--- config.mk ---
export PLATFORM = sky130hd
export DESIGN_NAME = ifetch_prefetch
export DESIGN_NICKNAME = d
export VERILOG_FILES = /design/src/rtl/ifetch_prefetch.sv
export SDC_FILE = /design/constraint.sdc
export NUM_CORES = 1
export LEC_CHECK = 0
export ABC_AREA = 1
export CORE_AREA = 2 2 320 164
export DETAILED_ROUTE_END_ITERATION = 12
export DIE_AREA = 0 0 322 166
export PLACE_DENSITY_LB_ADDON = 0.2
export SETUP_SLACK_MARGIN = 0.05
export SYNTH_ARGS = -nofsm -noshare
export SYNTH_HDL_FRONTEND = slang
export SYNTH_SLANG_ARGS = --single-unit
--- constraint.sdc ---
create_clock -name clk -period 22.4 [get_ports clk]
set_input_delay 3.36 -clock clk [delete_from_list [all_inputs] [get_ports clk]]
set_output_delay 3.36 -clock clk [all_outputs]
set_load 0.005 [all_outputs]
--- src/rtl/ifetch_prefetch.sv ---
// Instruction prefetch: issues AXI4-lite word reads ahead of decode and buffers responses in a DEPTH-entry FIFO.
// One cycle from R beat to instr_valid; R is never stalled, AR issue throttles on FIFO space plus outstanding reads.
module ifetch_prefetch #(
    parameter int              XLEN     = 32,
    parameter logic [XLEN-1:0] RESET_PC = '0,
    parameter int              DEPTH    = 4
) (
    input  logic            clk,
    input  logic            rst,
    output logic [XLEN-1:0] araddr,
    output logic [2:0]      arprot,
    output logic            arvalid,
    input  logic            arready,
    input  logic [31:0]     rdata,
    input  logic [1:0]      rresp,
    input  logic            rvalid,
    output logic            rready,
    output logic            instr_valid,
    input  logic            instr_ready,
    output logic [31:0]     instr,
    output logic [XLEN-1:0] instr_pc,
    output logic            instr_fault,
    input  logic            redirect_valid,
    input  logic [XLEN-1:0] redirect_pc
);

    localparam int PW = (DEPTH > 1) ? $clog2(DEPTH) : 1;
    localparam int QW = PW + 1;
    localparam int CW = PW + 3;
    localparam logic [CW-1:0]   DEP   = CW'(DEPTH);
    localparam logic [CW-1:0]   DEP2  = CW'(2 * DEPTH);
    localparam logic [XLEN-1:0] ALIGN = ~(XLEN'(3));

    typedef enum logic {S_IDLE, S_ADDR} state_t;

    state_t          state;
    logic            ar_stale;
    logic [XLEN-1:0] fetch_pc, fetch_pc_nx;
    logic [CW-1:0]   live, stale, fcnt;
    logic [CW-1:0]   live_nx, stale_nx, fcnt_nx;
    logic            credit_nx;

    logic [XLEN-1:0] aq [2*DEPTH];
    logic [QW-1:0]   aq_wp, aq_rp;

    logic [31:0]     f_dat [DEPTH];
    logic [XLEN-1:0] f_pc  [DEPTH];
    logic            f_flt [DEPTH];
    logic [PW-1:0]   f_wp, f_rp;

    logic ar_hs, r_hs, r_drop, f_push, f_pop;

    assign arprot = 3'b100;
    assign rready = 1'b1;

    assign ar_hs  = arvalid && arready;
    assign r_hs   = rvalid;
    assign r_drop = r_hs && (stale != '0);
    assign f_push = r_hs && !r_drop && !redirect_valid;
    assign f_pop  = instr_valid && instr_ready;

    assign instr_valid = (fcnt != '0);
    assign instr       = f_dat[f_rp];
    assign instr_pc    = f_pc[f_rp];
    assign instr_fault = f_flt[f_rp];

    // Next-cycle bookkeeping; the AR issue decision is made on these post-update values.
    always_comb begin
        live_nx     = live;
        stale_nx    = stale;
        fcnt_nx     = fcnt;
        fetch_pc_nx = fetch_pc;
        if (redirect_valid) begin
            live_nx     = '0;
            stale_nx    = stale + live + CW'(ar_hs) - CW'(r_hs);
            fcnt_nx     = '0;
            fetch_pc_nx = redirect_pc & ALIGN;
        end else begin
            live_nx  = live + CW'(ar_hs && !ar_stale) - CW'(f_push);
            stale_nx = stale + CW'(ar_hs && ar_stale) - CW'(r_drop);
            fcnt_nx  = fcnt + CW'(f_push) - CW'(f_pop);
            if (ar_hs && !ar_stale) begin
                fetch_pc_nx = fetch_pc + XLEN'(4);
            end
        end
    end

    assign credit_nx = ((live_nx + fcnt_nx) < DEP) && ((live_nx + stale_nx) < DEP2);

    always_ff @(posedge clk or posedge rst) begin
        if (rst) begin
            live     <= '0;
            stale    <= '0;
            fcnt     <= '0;
            fetch_pc <= RESET_PC;
        end else begin
            live     <= live_nx;
            stale    <= stale_nx;
            fcnt     <= fcnt_nx;
            fetch_pc <= fetch_pc_nx;
        end
    end

    // A redirect never retracts a pending AR; it is marked stale and its handshake feeds stale_count.
    always_ff @(posedge clk or posedge rst) begin
        if (rst) begin
            state    <= S_IDLE;
            arvalid  <= 1'b0;
            araddr   <= RESET_PC;
            ar_stale <= 1'b0;
        end else begin
            case (state)
                S_IDLE: begin
                    if (credit_nx) begin
                        state   <= S_ADDR;
                        arvalid <= 1'b1;
                        araddr  <= fetch_pc_nx;
                    end
                end
                S_ADDR: begin
                    if (arready) begin
                        ar_stale <= 1'b0;
                        if (credit_nx) begin
                            araddr <= fetch_pc_nx;
                        end else begin
                            state   <= S_IDLE;
                            arvalid <= 1'b0;
                        end
                    end else if (redirect_valid) begin
                        ar_stale <= 1'b1;
                    end
                end
                default: begin
                    state   <= S_IDLE;
                    arvalid <= 1'b0;
                end
            endcase
        end
    end

    // Issue-order address queue covers live and stale reads alike, so it is never flushed.
    always_ff @(posedge clk or posedge rst) begin
        if (rst) begin
            aq_wp <= '0;
            aq_rp <= '0;
            for (int i = 0; i < 2 * DEPTH; i++) begin
                aq[i] <= '0;
            end
        end else begin
            if (ar_hs) begin
                aq[aq_wp] <= araddr;
                aq_wp     <= aq_wp + QW'(1);
            end
            if (r_hs) begin
                aq_rp <= aq_rp + QW'(1);
            end
        end
    end

    always_ff @(posedge clk or posedge rst) begin
        if (rst) begin
            f_wp <= '0;
            f_rp <= '0;
            for (int i = 0; i < DEPTH; i++) begin
                f_dat[i] <= '0;
                f_pc[i]  <= '0;
                f_flt[i] <= 1'b0;
            end
        end else if (redirect_valid) begin
            f_wp <= '0;
            f_rp <= '0;
        end else begin
            if (f_push) begin
                f_dat[f_wp] <= rdata;
                f_pc[f_wp]  <= aq[aq_rp];
                f_flt[f_wp] <= (rresp != 2'b00);
                f_wp        <= f_wp + PW'(1);
            end
            if (f_pop) begin
                f_rp <= f_rp + PW'(1);
            end
        end
    end

endmodule

* Word-level counts from Yosys, hierarchy flattened
Index checks and enable logic that the tools add are counted.
Operators by class: add/subtract/negate cells 16, $lt $le $gt $ge 8, eq/ne operators 3, muxes and demuxes 43, bitwise gates (word level) 6, reduce and logical (&&, ||, !) cells 22
Operator list (count):
- 32-bit two-way mux | 12
- 128-bit bitwise mux | 2
- 256-bit bitwise mux | 1
- 32-bit binary-select mux with 2-bit select | 2
- 32-bit binary-select mux with 3-bit select | 1
- 32-bit demux with 3-bit select | 1
- 32-bit demux with 2-bit select | 1
- 32-bit one-hot mux with 2 select lines | 1
- 32-bit by 3-bit adder with 32-bit output (second input constant) | 1
- 5-bit by 1-bit adder with 5-bit output | 4
- 5-bit by 1-bit subtractor with 5-bit output | 4
- 5-bit adder | 3
- 5-bit two-way mux | 3
- 1-bit logical AND | 10
- 1-bit two-way mux | 10
- 5-bit nonzero test | 2
- 4-bit greater-or-equal comparator (second input constant) | 2
- 2-bit two-way mux | 4
- 3-bit inverter with 4-bit output | 2
- 2-bit nonzero test | 4
- 3-bit by 1-bit adder with 3-bit output (second input constant) | 2
- 3-bit greater-or-equal comparator (second input constant) | 2
- 2-bit != test (second input constant) | 3
- 2-bit inverter with 3-bit output | 2
- other kinds (13) | 19
Word-level totals: flip-flop bits (word level) 608, bits of input ports 72

* Logic depth before layout (Yosys ltp)
depth after elaboration 14, depth in mapped cells 27, gate-level depth less buffers 26

* Worst setup path before layout
Ideal clock, no wire load.
path type input-to-reg, start in arready, end reg araddr[21], data arrival time 6201 ps, data required time 22282 ps, path slack 16081 ps, stages on the path 22, cell sequence nand2_1 inv_1 nand2_1 ha_1 inv_1 ha_1 fa_1 o21ai_0 a21oi_1 o21bai_1 ha_1 a21oi_1 nand2_1 nand2_1 nand2_1 nor2_1 nand2_1 nor2_4 nand3_2 buf_4 nand2_1 nand2_1
Between the ends: longest elaborated chain between the ends 11, elaborated cells between the ends (all ways) 22, classes of those cells add/sub (8); order compare (2); eq/ne (1); mux (7); reduce/logical (4)
Ends and longest elaborated chain:
- from (decl) | line 13 | input logic arready,
- 1-bit logical AND * | line 56 | assign ar_hs = arvalid && arready;
- via ar_hs | line 51 | logic ar_hs, r_hs, r_drop, f_push, f_pop;
- 1-bit logical AND | line 80 | stale_nx = stale + CW'(ar_hs && ar_stale) - CW'(r_drop);
- 5-bit by 1-bit adder with 5-bit output | line 80
- 5-bit by 1-bit subtractor with 5-bit output | line 80
- 5-bit two-way mux * | line 73 | if (redirect_valid) begin
- via stale_nx[2] | line 40 | logic [CW-1:0] live_nx, stale_nx, fcnt_nx;
- 5-bit adder * | line 88 | assign credit_nx = ((live_nx + fcnt_nx) < DEP) && ((live_nx + stale_nx) < DEP2);
- 5-bit by 4-bit less-than comparator with 1-bit output * | line 88
- 1-bit logical AND * | line 88
- 32-bit two-way mux * | line 114, 123
- 32-bit two-way mux | line 121 | if (arready) begin
- 32-bit one-hot mux with 2 select lines * | line 112 | case (state)
- to (signal assigned) | line 117 | araddr <= fetch_pc_nx;
- to (signal assigned) | line 124 | araddr <= fetch_pc_nx;
- to (decl) | line 10 | output logic [XLEN-1:0] araddr,
The timed path passes the listed nets; every way through them passes the cells marked *. The select of a mux whose other input is x is not followed. A chain may end at the register's enable or synchronous reset.

* Worst setup path after layout
start in rvalid, end reg araddr[25]
Between the ends: longest elaborated chain between the ends 13, elaborated cells between the ends (all ways) 20, classes of those cells add/sub (7); order compare (2); mux (6); reduce/logical (5)
Ends and longest elaborated chain:
- from (decl) | line 16 | input logic rvalid,
- 1-bit logical AND | line 58 | assign r_drop = r_hs && (stale != '0);
- 1-bit logical NOT | line 59 | assign f_push = r_hs && !r_drop && !redirect_valid;
- 1-bit logical AND * (2 in series) | line 59
- 5-bit by 1-bit adder with 5-bit output * | line 81 | fcnt_nx = fcnt + CW'(f_push) - CW'(f_pop);
- 5-bit by 1-bit subtractor with 5-bit output * | line 81
- 5-bit two-way mux * | line 73
- via fcnt_nx[2] | line 40
- 5-bit adder * | line 88
- 5-bit by 3-bit less-than comparator with 1-bit output * | line 88
- 1-bit logical AND * | line 88
- 32-bit two-way mux *
- 32-bit two-way mux
- 32-bit one-hot mux with 2 select lines *
Marked as above.

==> metrics <==
largest net degree at the start of global routing=173; Antenna Cells=0; count of cell types in the netlist=36; hold path cells=2; clock transition at the registers of the reported paths=0.06 ns; GP Congestion=0.878; DRT antenna net count=0; Placeable Area=0.0509 mm²; worst reg2reg path startpoint=stale[2]; Slew headroom=0.248; min-delay src=f_pc[73]; post-cts resize count=0; maximum fanout along the worst path=34; Seq/Total Area, Yosys=0.554; Final Setup Violations=0; first-pass GRT wire length=119000 µm; area grow syn2layout=13.6%; Worst Path Required=22.90 ns; H-tree Lvls=2; residual DRC count=0; Num Clock Sinks=608; Post-DP HPWL=44700 µm; Die Width=322 µm; Mean Syn Cell Area=8.55 µm²; Reg2Reg Capture Point=araddr[25]; via count=23.0k; period utilisation layout=0.376; Period minus WS final=8.43 ns; drt wl/cell=18.6 µm; crit-path cells=clkdlybuf4s50_1 > nand2_1 > nor2_2 > inv_1 > ha_1 > inv_1 > ha_1 > inv_1 > fa_1 > inv_1 > o21ai_0 > a21oi_1 > ha_1 > a21oi_1 > o21ai_1 > nand2_1 > nand3_1 > nor2_1 > nand2_1 > nor2_4 > nand3_2 > nand2_1 > nand2_1; CTS buffer count=53; RSZ-0062 raised after global routing=no; DRT Pass-1 Iters=6; DIE AREA=0.0535 mm²; Initial Utilization=0.539; CP Capture Type=flop; FF-to-FF path depth=26; Clk Latency, worst-skew pair=0.61 ns; Root Driver=clkbuf_16; Slew Limit Fails=0; Worst Max-Slew Pin Slew=1.13 ns; setup TNS=0 ns; DRT Wirelength=73400 µm; GRT Residual Overflow=0; Pleak=14.5 nW; Post-CTS Setup Bufs=0; clock tree from TritonCTS=done; Vias/cell=5.82; hold worst-path end=f_pc[73]; YS warnings=0; most common cell after layout, fill and taps aside=nand2_1; CP dominant cell by count=nand2_1; gate count of the mapped netlist=3213; CP max stage delay=0.83 ns; Site Rows=59; status=finished, final reports clean; fin cells=3956; Final Hold Vio Count=0; Die Y=166 µm; slowest CP cell=nand3_2; Hold Path Class=flop to flop; placed insts=3865; GR Util All Layers=0.276; Cell Area, Synth=0.0275 mm²; Startpoint Class=input port; Crit path arrival time=8.93 ns; Setup CP Type=input port to flop; Post-CTS Hold Fix Bufs=0; initial antenna violation count=0; flop-to-flop setup slack=16.45 ns; vias in the first global route=22.4k; Yosys reg bits=608; most frequent cells in the layout=nand2_1, o21ai_0, dfrtp_1; Clock Path Buffers=3; fin nets=3363; FMAX=119 MHz; maximum vdd drop=0.207 mV; Layout Skew=0.0311 ns; # IOs=175; DRT iter0 DRCs=2268; maxcap violations=0; number of port buffers=168; PwrDens=133 mW/mm²; # fillers=4228; share of cells above drive strength 1=0.0438
==> per-layer routing <==
| metal | vias up | global-route usage | part of all wire |
|---|---|---|---|
| li1 | 10800 | - | - |
| met1 | 11400 | 0.417 | 0.46 |
| met2 | 804 | 0.420 | 0.45 |
| met3 | 112 | 0.0401 | 0.066 |
| met4 | 0 | 0.0709 | 0.022 |
| met5 | - | 0 | 0 |
==> per-stage QoR <==
stage	instance area (µm²)	power, mW	utilization	hold WS [ns]	worst slack [ns]
floorplan	27500	2.57	-	0.448	2.02
global placement	29400	3.13	0.578	0.460	13.46
detailed placement	29400	3.20	0.578	0.468	13.39
CTS	31200	4.16	0.613	0.484	14.00
global route	31200	4.43	0.613	0.497	13.31
finish	31200	4.15	0.613	0.480	13.97
==> cell type report <==
type / instances / area [µm²] / share of cell area
Sequential cell: 608 / 15200 / 0.488
Multi-Input combinational cell: 2232 / 10900 / 0.348
Timing Repair Buffer: 195 / 1900 / 0.0610
Clock buffer: 73 / 1490 / 0.0478
Tap cell: 671 / 840 / 0.0269
Inverter: 159 / 606 / 0.0194
Clock inverter: 18 / 275 / 0.00882
==> logic make-up after synthesis <==
kind of cell / after synthesis / share of synthesized area
AO/OA/AOI/OAI: 921 / 0.180
multiplexers: 32 / 0.0117
flip-flops: 608 / 0.554
XOR/XNOR: 17 / 0.00542
adder cells (fa/ha/maj): 42 / 0.0205
other: 2 / 0.000273
buffers and inverters: 375 / 0.0531
AND/OR/NAND/NOR: 1216 / 0.175
==> worst max path at each step <==
stage / slack [ns] / startpoint / to
after floorplan: 2.02 / rst / aq[0]
after global placement: 13.46 / rvalid / araddr[13]
after detailed placement: 13.39 / rvalid / araddr[25]
after CTS: 14.00 / rvalid / araddr[25]
after global routing: 13.31 / rvalid / araddr[1]
final: 13.97 / rvalid / araddr[25]
==> registers in the layout, indices dropped and copies added (netlist names) <==
register  cells
arvalid       1
araddr       32
aq          256
f_dat       128
live          5
fcnt          5
f_flt         4
f_wp          2
aq_rp         3
stale         5
fetch_pc     32
aq_wp         3
state         1
ar_stale      1
f_pc        128
f_rp          2
==> worst max-delay path: cells and delay by family <==
family                     cells  cell delay, ns
and+or+nand+nor               10            2.85
AOI/OAI and AO/OA              4            0.67
adders and majority gates      4            1.11
buffers and inverters          5            0.91
==> report_power, final <==
group          switching (mW)  internal [mW]  leakage, nW
clock                   0.412          0.544        0.870
sequential              0.239           1.38         8.16
combinational           0.974          0.596         5.44
==> synth_stat cells, drive strengths merged <==
cell type    n  area [µm²]
a211oi       3        22.5
mux2i       32         320
a21o         1        7.51
nor3         6        30.0
o22ai       66         413
nand3b       1        7.51
nand3       60         315
conb         2        7.51
xor2        14         123
o211ai       2        15.0
o32ai       32         280
clkbuf     177         664
a21oi       14        70.1
ha          37         463
a31oi        1        6.26
inv        159         597
nand2      785        2950
o221ai      32         280
nor3b        1        7.51
o21bai       3        22.5
nor2       321        1230
nand4       39         244
buf         39         196
o21ai      767        3840
fa           5         100
xnor2        3        26.3
dfrtp      608       15200
or2          3        18.8
Note: power is estimated with default switching activity, not from simulation.
